--- src/rtl/exec_addx_arb.sv ---
// Round-robin arbiter sharing one add/sub unit among N_REQ requesters; result registered, 1-cycle latency.
// Full stage with rsp_ready_i=0 stalls every requester; define ADDX_ARB_LOCK_EN for the requester lock.
module exec_addx_arb #(
  parameter int N_REQ   = 4,
  parameter int W_ID    = $clog2(N_REQ),
  parameter int W_OPR   = 32,
  parameter int W_FLAGS = 4
) (
  input  logic                   clk_i,
  input  logic                   rst_i,
  input  logic [N_REQ-1:0]       req_valid_i,
  output logic [N_REQ-1:0]       req_ready_o,
  input  logic [N_REQ*W_OPR-1:0] req_opr0_i,
  input  logic [N_REQ*W_OPR-1:0] req_opr1_i,
  input  logic [N_REQ-1:0]       req_minus_i,
`ifdef ADDX_ARB_LOCK_EN
  input  logic [N_REQ-1:0]       req_lock_i,
`endif
  output logic                   rsp_valid_o,
  input  logic                   rsp_ready_i,
  output logic [W_ID-1:0]        rsp_id_o,
  output logic [W_OPR-1:0]       rsp_result_o,
  output logic [W_FLAGS-1:0]     rsp_flags_o
);

  typedef enum logic {ST_EMPTY, ST_FULL} stage_t;

  stage_t                     state_q;
  logic [W_ID-1:0]            rr_ptr_q;
  logic [N_REQ-1:0]           elig;
  logic                       can_accept;
  logic                       grant_vld;
  logic [W_ID-1:0]            grant_id;
  logic [W_ID:0]              idx;
  logic                       xfer;
  logic [W_FLAGS+W_OPR-1:0]   addx_out;

  // Flags are {overflow, sign, zero, carry}; subtraction is opr0 + ~opr1 + 1.
  function automatic logic [W_FLAGS+W_OPR-1:0] addx(input logic [W_OPR-1:0] a,
                                                    input logic [W_OPR-1:0] b,
                                                    input logic             minus);
    logic [W_OPR-1:0] b_eff;
    logic [W_OPR:0]   sum;
    logic             ovf;
    b_eff = minus ? ~b : b;
    sum   = {1'b0, a} + {1'b0, b_eff} + {{W_OPR{1'b0}}, minus};
    ovf   = (a[W_OPR-1] == b_eff[W_OPR-1]) && (sum[W_OPR-1] != a[W_OPR-1]);
    return {W_FLAGS'({ovf, sum[W_OPR-1], ~|sum[W_OPR-1:0], sum[W_OPR]}), sum[W_OPR-1:0]};
  endfunction

  function automatic logic [W_ID-1:0] inc_id(input logic [W_ID-1:0] id);
    return (id == W_ID'(N_REQ-1)) ? '0 : id + 1'b1;
  endfunction

  assign rsp_valid_o = (state_q == ST_FULL);
  assign can_accept  = (state_q == ST_EMPTY) || rsp_ready_i;

`ifdef ADDX_ARB_LOCK_EN
  logic            lock_q;
  logic [W_ID-1:0] lock_id_q;
  logic [N_REQ-1:0] lock_mask;

  always_comb begin
    lock_mask = '1;
    if (lock_q) begin
      lock_mask            = '0;
      lock_mask[lock_id_q] = 1'b1;
    end
  end
  assign elig = req_valid_i & lock_mask;
`else
  assign elig = req_valid_i;
`endif

  // Scan from rr_ptr_q upward with wrap; the first eligible requester wins.
  always_comb begin
    grant_vld = 1'b0;
    grant_id  = '0;
    idx       = '0;
    for (int i = 0; i < N_REQ; i++) begin
      idx = {1'b0, rr_ptr_q} + (W_ID+1)'(i);
      if (idx >= (W_ID+1)'(N_REQ)) idx = idx - (W_ID+1)'(N_REQ);
      if (!grant_vld && elig[idx[W_ID-1:0]]) begin
        grant_vld = 1'b1;
        grant_id  = idx[W_ID-1:0];
      end
    end
  end

  assign xfer = grant_vld && can_accept && !rst_i;

  always_comb begin
    req_ready_o = '0;
    if (xfer) req_ready_o[grant_id] = 1'b1;
  end

  assign addx_out = addx(req_opr0_i[grant_id*W_OPR +: W_OPR],
                         req_opr1_i[grant_id*W_OPR +: W_OPR],
                         req_minus_i[grant_id]);

  always_ff @(posedge clk_i or posedge rst_i) begin
    if (rst_i) begin
      state_q      <= ST_EMPTY;
      rsp_id_o     <= '0;
      rsp_result_o <= '0;
      rsp_flags_o  <= '0;
      rr_ptr_q     <= '0;
`ifdef ADDX_ARB_LOCK_EN
      lock_q       <= 1'b0;
      lock_id_q    <= '0;
`endif
    end else if (xfer) begin
      state_q                     <= ST_FULL;
      rsp_id_o                    <= grant_id;
      {rsp_flags_o, rsp_result_o} <= addx_out;
`ifdef ADDX_ARB_LOCK_EN
      // A locking transfer keeps the pointer so the owner stays first in line.
      if (req_lock_i[grant_id]) begin
        lock_q    <= 1'b1;
        lock_id_q <= grant_id;
      end else begin
        lock_q   <= 1'b0;
        rr_ptr_q <= inc_id(grant_id);
      end
`else
      rr_ptr_q <= inc_id(grant_id);
`endif
    end else begin
      if (can_accept) state_q <= ST_EMPTY;
`ifdef ADDX_ARB_LOCK_EN
      if (lock_q && can_accept && !req_valid_i[lock_id_q]) begin
        lock_q   <= 1'b0;
        rr_ptr_q <= inc_id(lock_id_q);
      end
`endif
    end
  end

endmodule

--- config.mk ---
export PLATFORM = sky130hd
export DESIGN_NAME = exec_addx_arb
export DESIGN_NICKNAME = d
export VERILOG_FILES = /design/src/rtl/exec_addx_arb.sv
export SDC_FILE = /design/constraint.sdc
export NUM_CORES = 1
export LEC_CHECK = 0
export CAP_MARGIN = 15
export CORE_MARGIN = 2
export CORE_UTILIZATION = 37
export DETAILED_ROUTE_END_ITERATION = 8
export HOLD_SLACK_MARGIN = 0.12
export PLACE_DENSITY = 0.78
export SLEW_MARGIN = 10
export SYNTH_ARGS = -nofsm -noshare
export SYNTH_HDL_FRONTEND = slang
export SYNTH_SLANG_ARGS = --single-unit
export TNS_END_PERCENT = 100
--- constraint.sdc ---
create_clock -name clk_i -period 5.4 [get_ports clk_i]
set_clock_uncertainty 0.15 [all_clocks]
set_input_delay 1.08 -clock clk_i [delete_from_list [all_inputs] [get_ports clk_i]]
set_output_delay 1.08 -clock clk_i [all_outputs]
set_load 0.05 [all_outputs]
Yosys cells after proc, flatten, opt, wreduce, memory -nomap -nowiden --
Cells that the tools add are included.
Storage, ports and cells: flip-flop bits (word level) 41, input port bits 267, output and inout bits 43, logic and storage cells 76
Operators by class: $add $sub $neg 10, magnitude comparators 10, equal/unequal tests 3, shift-type cells 2, muxes and demuxes 29, bitwise logic cells 2, reductions and logical operators 15
Operators by type and width (count):
- $shiftx A128 B8 Y32 | 2
- $add A32 B32 Y33 | 1
- $add A33 B1 Y33 | 1
- $mux W32 | 1
- $not A32 Y32 | 1
- $reduce_or A32 Y1 | 1
- $mux W2 | 9
- $lt A2 B3 Y1 const B | 5
- $mux W1 | 12
- $bmux W1 S2 | 5
- $ge A3 B3 Y1 const B | 3
- $sub A2 B1 Y2 const B | 4
- $logic_and A1 B1 Y1 | 7
- $add A2 B2 Y3 const B | 2
- $logic_not A1 Y1 | 5
- $mux W4 | 1
- $add A2 B1 Y3 const B | 1
- $ge A2 B3 Y1 const B | 1
- $add A2 B1 Y2 const B | 1
- $demux W1 S2 | 1
- $eq A2 B2 Y1 const B | 1
- $ge A2 B1 Y1 const B | 1
- $reduce_bool A2 Y1 | 1
- $eq A1 B1 Y1 | 1
- other kinds (3) | 3

Depth between registers and ports, before layout --
depth in word-level cells 21, depth in mapped cells 25, gate-level depth less buffers 21

Worst setup path after synthesis --
OpenSTA, ideal clock, no wires.
path type input port to flip-flop, from input port req_valid_i[1], to register rsp_flags_o[0], library setup time 131 ps, data arrival time 5580 ps, data required time 5119 ps, setup slack -461 ps, stages 22, buffers on the path 2, cell sequence nor3b_1 a211oi_2 nor2_1 clkbuf_1 inv_1 clkbuf_1 and3_1 a31oi_1 xnor2_1 fa_1 a21o_1 a221oi_4 a211oi_1 o32a_1 a211o_1 a31oi_4 o21ai_1 a21oi_2 o21bai_1 a21o_1 a2111oi_2 nor3_1
Between the ends: cells in the longest elaborated chain, start to end 17, elaborated cells between the ends (all ways) 32, classes of those cells add/sub: 2; shift: 2; mux: 19; bitwise: 1; reduce/logical: 8
Ends and longest elaborated chain:
- start, declared | line 11 | input logic [N_REQ-1:0] req_valid_i,
- $bmux W1 S2 | line 83 | if (!grant_vld && elig[idx[W_ID-1:0]]) begin
- $mux W1 (implied by the code) | line 83
- $mux W1 | line 83
- $logic_not A1 Y1 | line 83
- $logic_and A1 B1 Y1 | line 83
- $mux W1 | line 83
- $logic_not A1 Y1 | line 83
- $logic_and A1 B1 Y1 | line 83
- $mux W1 | line 83
- $logic_not A1 Y1 | line 83
- $logic_and A1 B1 Y1 | line 83
- $mux W2 | line 83
- $shiftx A128 B8 Y32 / $bmux W1 S2 (equally long branches) | line 98, 99
- $not A32 Y32 / $mux W1 (equally long branches) | line 45, 99
- $mux W32 | line 45 | b_eff = minus ? ~b : b;
- $add A32 B32 Y33 | line 46 | sum = {1'b0, a} + {1'b0, b_eff} + {{W_OPR{1'b0}}, minus};
- $add A33 B1 Y33 | line 46
- end signal, assigned | line 115 | {rsp_flags_o, rsp_result_o} <= addx_out;
- end, declared | line 23 | output logic [W_FLAGS-1:0] rsp_flags_o
Several ways; a longest one is shown, not always the timed one. The select of a mux whose other input is x is not followed. A chain may end at the register's enable or synchronous reset.

Worst setup path after layout --
from input port req_valid_i[1], to register rsp_flags_o[1]
Between the ends: cells in the longest elaborated chain, start to end 19, elaborated cells between the ends (all ways) 34, classes of those cells add/sub: 2; shift: 2; mux: 19; bitwise: 1; reduce/logical: 10
Ends and longest elaborated chain:
- $bmux W1 S2 | line 83
- $mux W1 (implied by the code) | line 83
- $mux W1 | line 83
- $logic_not A1 Y1 | line 83
- $logic_and A1 B1 Y1 | line 83
- $mux W1 | line 83
- $logic_not A1 Y1 | line 83
- $logic_and A1 B1 Y1 | line 83
- (+3 left out)
- $mux W2 | line 83
- $shiftx A128 B8 Y32 / $bmux W1 S2 (equally long branches) | line 98, 99
- $not A32 Y32 / $mux W1 (equally long branches) | line 45, 99
- $mux W32 | line 45
- $add A32 B32 Y33 | line 46
- $add A33 B1 Y33 | line 46
- $reduce_or A32 Y1 | line 48 | return {W_FLAGS'({ovf, sum[W_OPR-1], ~|sum[W_OPR-1:0], sum[W_OPR]}), sum[W_OPR-1:0]};
- $logic_not A1 Y1 | line 48
Several ways; a longest one is shown, not always the timed one. The select of a mux whose other input is x is not followed.

==> flow_summary.ini <==
[drt]
drt-total-wl_um = 24400
met2_length_um = 11900
via_count = 7941
vias_per_cell = 5.19
drc = 0
wl_per_cell_um = 16.0
met1Wirelength_um = 10400
drtIter0Drc = 590
dr.max_layer_used = met4
firstDrtPassIters = 5
wl_met3_um = 1600
detail-route-antenna-nets = 0

[synthesis]
ys_seq_elements = 40
synth.area.top_cells = nand2_1 (21%), dfrtp_1 (17%), ha_1 (7.6%)
avgSynthCellArea_um2 = 6.54
synth-seq-area-share_pct = 17.3
synthArstFlopShare_pct = 100
yosys.area.top_type_share_pct = 20.6
yosys_warnings = 0
synth_cells = 885
synth_cell_types = 66
syn-cell-area_um2 = 5780
ys_dominant_reg_cell = dfrtp_1
yosys.area.top_type = nand2_1
synth_nets = 1188
synth-edff-count = 0

[placed_design]
dpl.hpwl_um = 20400
gp_congestion = 0.914
port_buffers = 309
place_ws_ps = -890

[outcome]
violations = setup timing
status = finished with violations

[setup_path]
cp-end-kind = register
crit_top_cell = nand4_1
critPathLaunch = req_valid_i[1]
critPathSlowestCell = or3_4
path_class = primary input to register
cp_top_family = simple AND/OR/NAND/NOR gates
worst-path-max-fanout = 8
crit_buf_inv = 3
slowest_delay_ps = 380
critPathLaunchType = primary input
required_ps = 5440
arrival_ps = 5580
path_cells = buf_2 -> nor3b_4 -> a211oi_4 -> buf_4 -> nor2_4 -> inv_4 -> and3_1 -> a31oi_4 -> xnor2_1 -> ha_1 -> a21o_1 -> a221oi_4 -> a211oi_2 -> or3_4 -> a221o_1 -> nor4b_2 -> o311ai_1 -> a211oi_1 -> nand4_1 -> and4bb_2 -> nand4_1 -> o31ai_2
worstReg2RegStart = rr_ptr_q[1]
r2r_slack_ps = 210

[worst_hold_path]
hold_class = register to register
holdCritStartpoint = rsp_result_o[21]

[global_routing]
grt_overflow = 0
grt_max_degree = 63
grt_pass1_vias = 7621
grt_pass1_wl_um = 37800
grt_use_total_pct = 28.2
antenna_found_initial = 1

[pwr]
power.density_nw_per_um2 = 791
p_leak_nw = 4.87
ir_worst_vdd_mv = 0.363

[timing]
rsz0062_at_grt = yes
timing.fmax_mhz = 180
worst_pin_slew_ps = 989
fin_crit_ps = 5540
hold_violations = 0
finalSetupViolCount = 1
fin_crit_sh_pct = 103
slew_violations = 0
layout_setup_ws_ps = -142
slew_headroom_pct = 33.9
fin_hold_ws_ps = 325

[cts]
clk_pin_slew_worst_paths_ps = 50
clockRootBuffer = clkbuf_16
cts_sinks = 40
cts_tree = yes
clk_path_buf_depth = 2
insertion_delay_ps = 270
cts_made_buffers = 5
ctsHtreeMaxLevel = 2
cts_hold_buf = 0

[finish]
area_growth_pct = 86.5
layout-drive-gt1-share_pct = 18.3
final_core_util_pct = 70.7
fillCellCount = 1238
final_nets = 1619

[die]
die_x_um = 129
start_util_pct = 37.9
die_h_um = 129
io-pin-count = 310
core_area_um2 = 15300
std_cell_rows = 45
die_area_um2 = 16600

[run]
max_cap_violations = 0
power breakdown:
| part | internal (mW) | switching (mW) | leakage (nW) |
|---|---|---|---|
| Clock | 0.243 | 0.106 | 0.0901 |
| Sequential | 0.447 | 0.0937 | 0.491 |
| Combinational | 3.75 | 3.90 | 4.29 |
path summary, 6_finish.rpt:
kind	end	depth (start not counted)
setup / recovery	rsp_flags_o[1]	22
hold / removal	rsp_result_o[21]	2
setup reg to reg	rsp_flags_o[1]	22
hold reg to reg	rsp_result_o[21]	2
max in group asynchronous	rsp_result_o[29]	3
min in group asynchronous	rsp_result_o[11]	2
repair_timing:
| action | in CTS | in global routing |
|---|---|---|
| setup buffers | 10 | 2 |
| endpoints found under the setup margin | 10 | 6 |
| gates cloned | 1 | 0 |
| hold endpoints to repair | 0 | 0 |
| resized for setup | 37 | 18 |
| pin swaps | 23 | 13 |
state kept, by name, summed over array words and instances (netlist names):
name,cells
rsp_flags_o,4
rsp_result_o,31
rr_ptr_q,2
rsp_valid_o,1
rsp_id_o,2
tightest hold or removal path, cell delays in order, from the launching register on:
cell,delay [ps]
dfrtp_1,340
nand2_1,40
o21ai_0,60
cells in the mapped netlist (2+ instances only):
cell type and number:
o21a_1 7, o211ai_1 4, mux2_2 4, o21ai_0 42
or3_1 2, buf_1 12, o21bai_1 10, a211o_1 4
a21oi_1 32, nand2_1 317, inv_1 17, a21o_1 16
nand4_1 11, xnor2_1 47, o31a_1 2, nor2_1 14
clkbuf_1 44, a31oi_1 64, a211oi_1 6, buf_2 3
xor2_1 12, nand2b_1 4, ha_1 35, mux2i_1 3
dfrtp_1 40, and3_1 66, nor3_1 11, and2_1 5
or2_2 2, nor4_1 2, nand3_1 9, nor3b_1 4
layout by cell type, fill, tap and decap left out, types with 3 or more instances in the layout:
| cell type | synthesis | layout |
|---|---|---|
| nor2_1 | 14 | 12 |
| inv_1 | 17 | 15 |
| buf_6 | 1 | 4 |
| o21bai_1 | 10 | 10 |
| nor3b_1 | 4 | 3 |
| a21oi_2 | 1 | 3 |
| buf_12 | 0 | 10 |
| a31oi_4 | 1 | 5 |
| o21ai_0 | 42 | 41 |
| nand2_1 | 317 | 317 |
| a21oi_1 | 32 | 30 |
| a31oi_2 | 0 | 4 |
| nand3_1 | 9 | 9 |
| dfrtp_1 | 40 | 40 |
| o21a_1 | 7 | 7 |
| and3_1 | 66 | 65 |
| mux2_2 | 4 | 3 |
| a211oi_2 | 1 | 3 |
| buf_4 | 1 | 166 |
| clkbuf_16 | 0 | 5 |
| xnor2_1 | 47 | 45 |
| a31oi_1 | 64 | 56 |
| o211ai_1 | 4 | 4 |
| a211oi_1 | 6 | 3 |
| nand2b_1 | 4 | 3 |
| xor2_1 | 12 | 10 |
| nor3_1 | 11 | 11 |
| and2_1 | 5 | 5 |
| a211o_1 | 4 | 3 |
| mux2i_1 | 3 | 3 |
| a21o_1 | 16 | 16 |
| nand4_1 | 11 | 11 |
| buf_2 | 3 | 3 |
| clkdlybuf4s50_1 | 0 | 301 |
| ha_1 | 35 | 35 |
area by class of cell:
class	instances	area [um^2]	share of cell area, %
sequential	40	1000	9.28
inverter	18	77.6	0.719
antenna	2	5.00	0.0464
clock buffer	7	153	1.41
timing repair buffer	486	4560	42.3
multi-input combinational	765	4700	43.6
clock inverter	1	30.0	0.278
tap	211	264	2.45
stage by stage:
step | std cells | power [mW] | TNS (ps) | instance area (um^2)
floorplan | 885 | 4.59 | 0 | 5840
global placement | 1507 | 7.63 | -4780 | 10300
detailed placement | 1507 | 7.74 | -5760 | 10300
CTS | 1526 | 8.30 | -89.2 | 10700
global route | 1529 | 9.17 | -830 | 10800
finish | 1530 | 8.53 | -142 | 10800
cells by family after synthesis:
| family | count (synthesis) | synth area share, % |
|---|---|---|
| flip-flops | 40 | 17.3 |
| AO/OA/AOI/OAI | 207 | 23.8 |
| multiplexers | 8 | 1.56 |
| adder cells (fa/ha/maj) | 36 | 7.92 |
| AND/OR/NAND/NOR | 455 | 35.0 |
| XOR/XNOR | 59 | 8.93 |
| buffers and inverters | 80 | 5.47 |
routing by layer:
layer | up-vias | GRT usage, %
met5 | - | 0
met4 | 0 | 7.61
met3 | 37 | 3.59
met2 | 323 | 49.1
met1 | 3641 | 36.8
li1 | 3940 | -
Power figures use the tool's default switching activity.
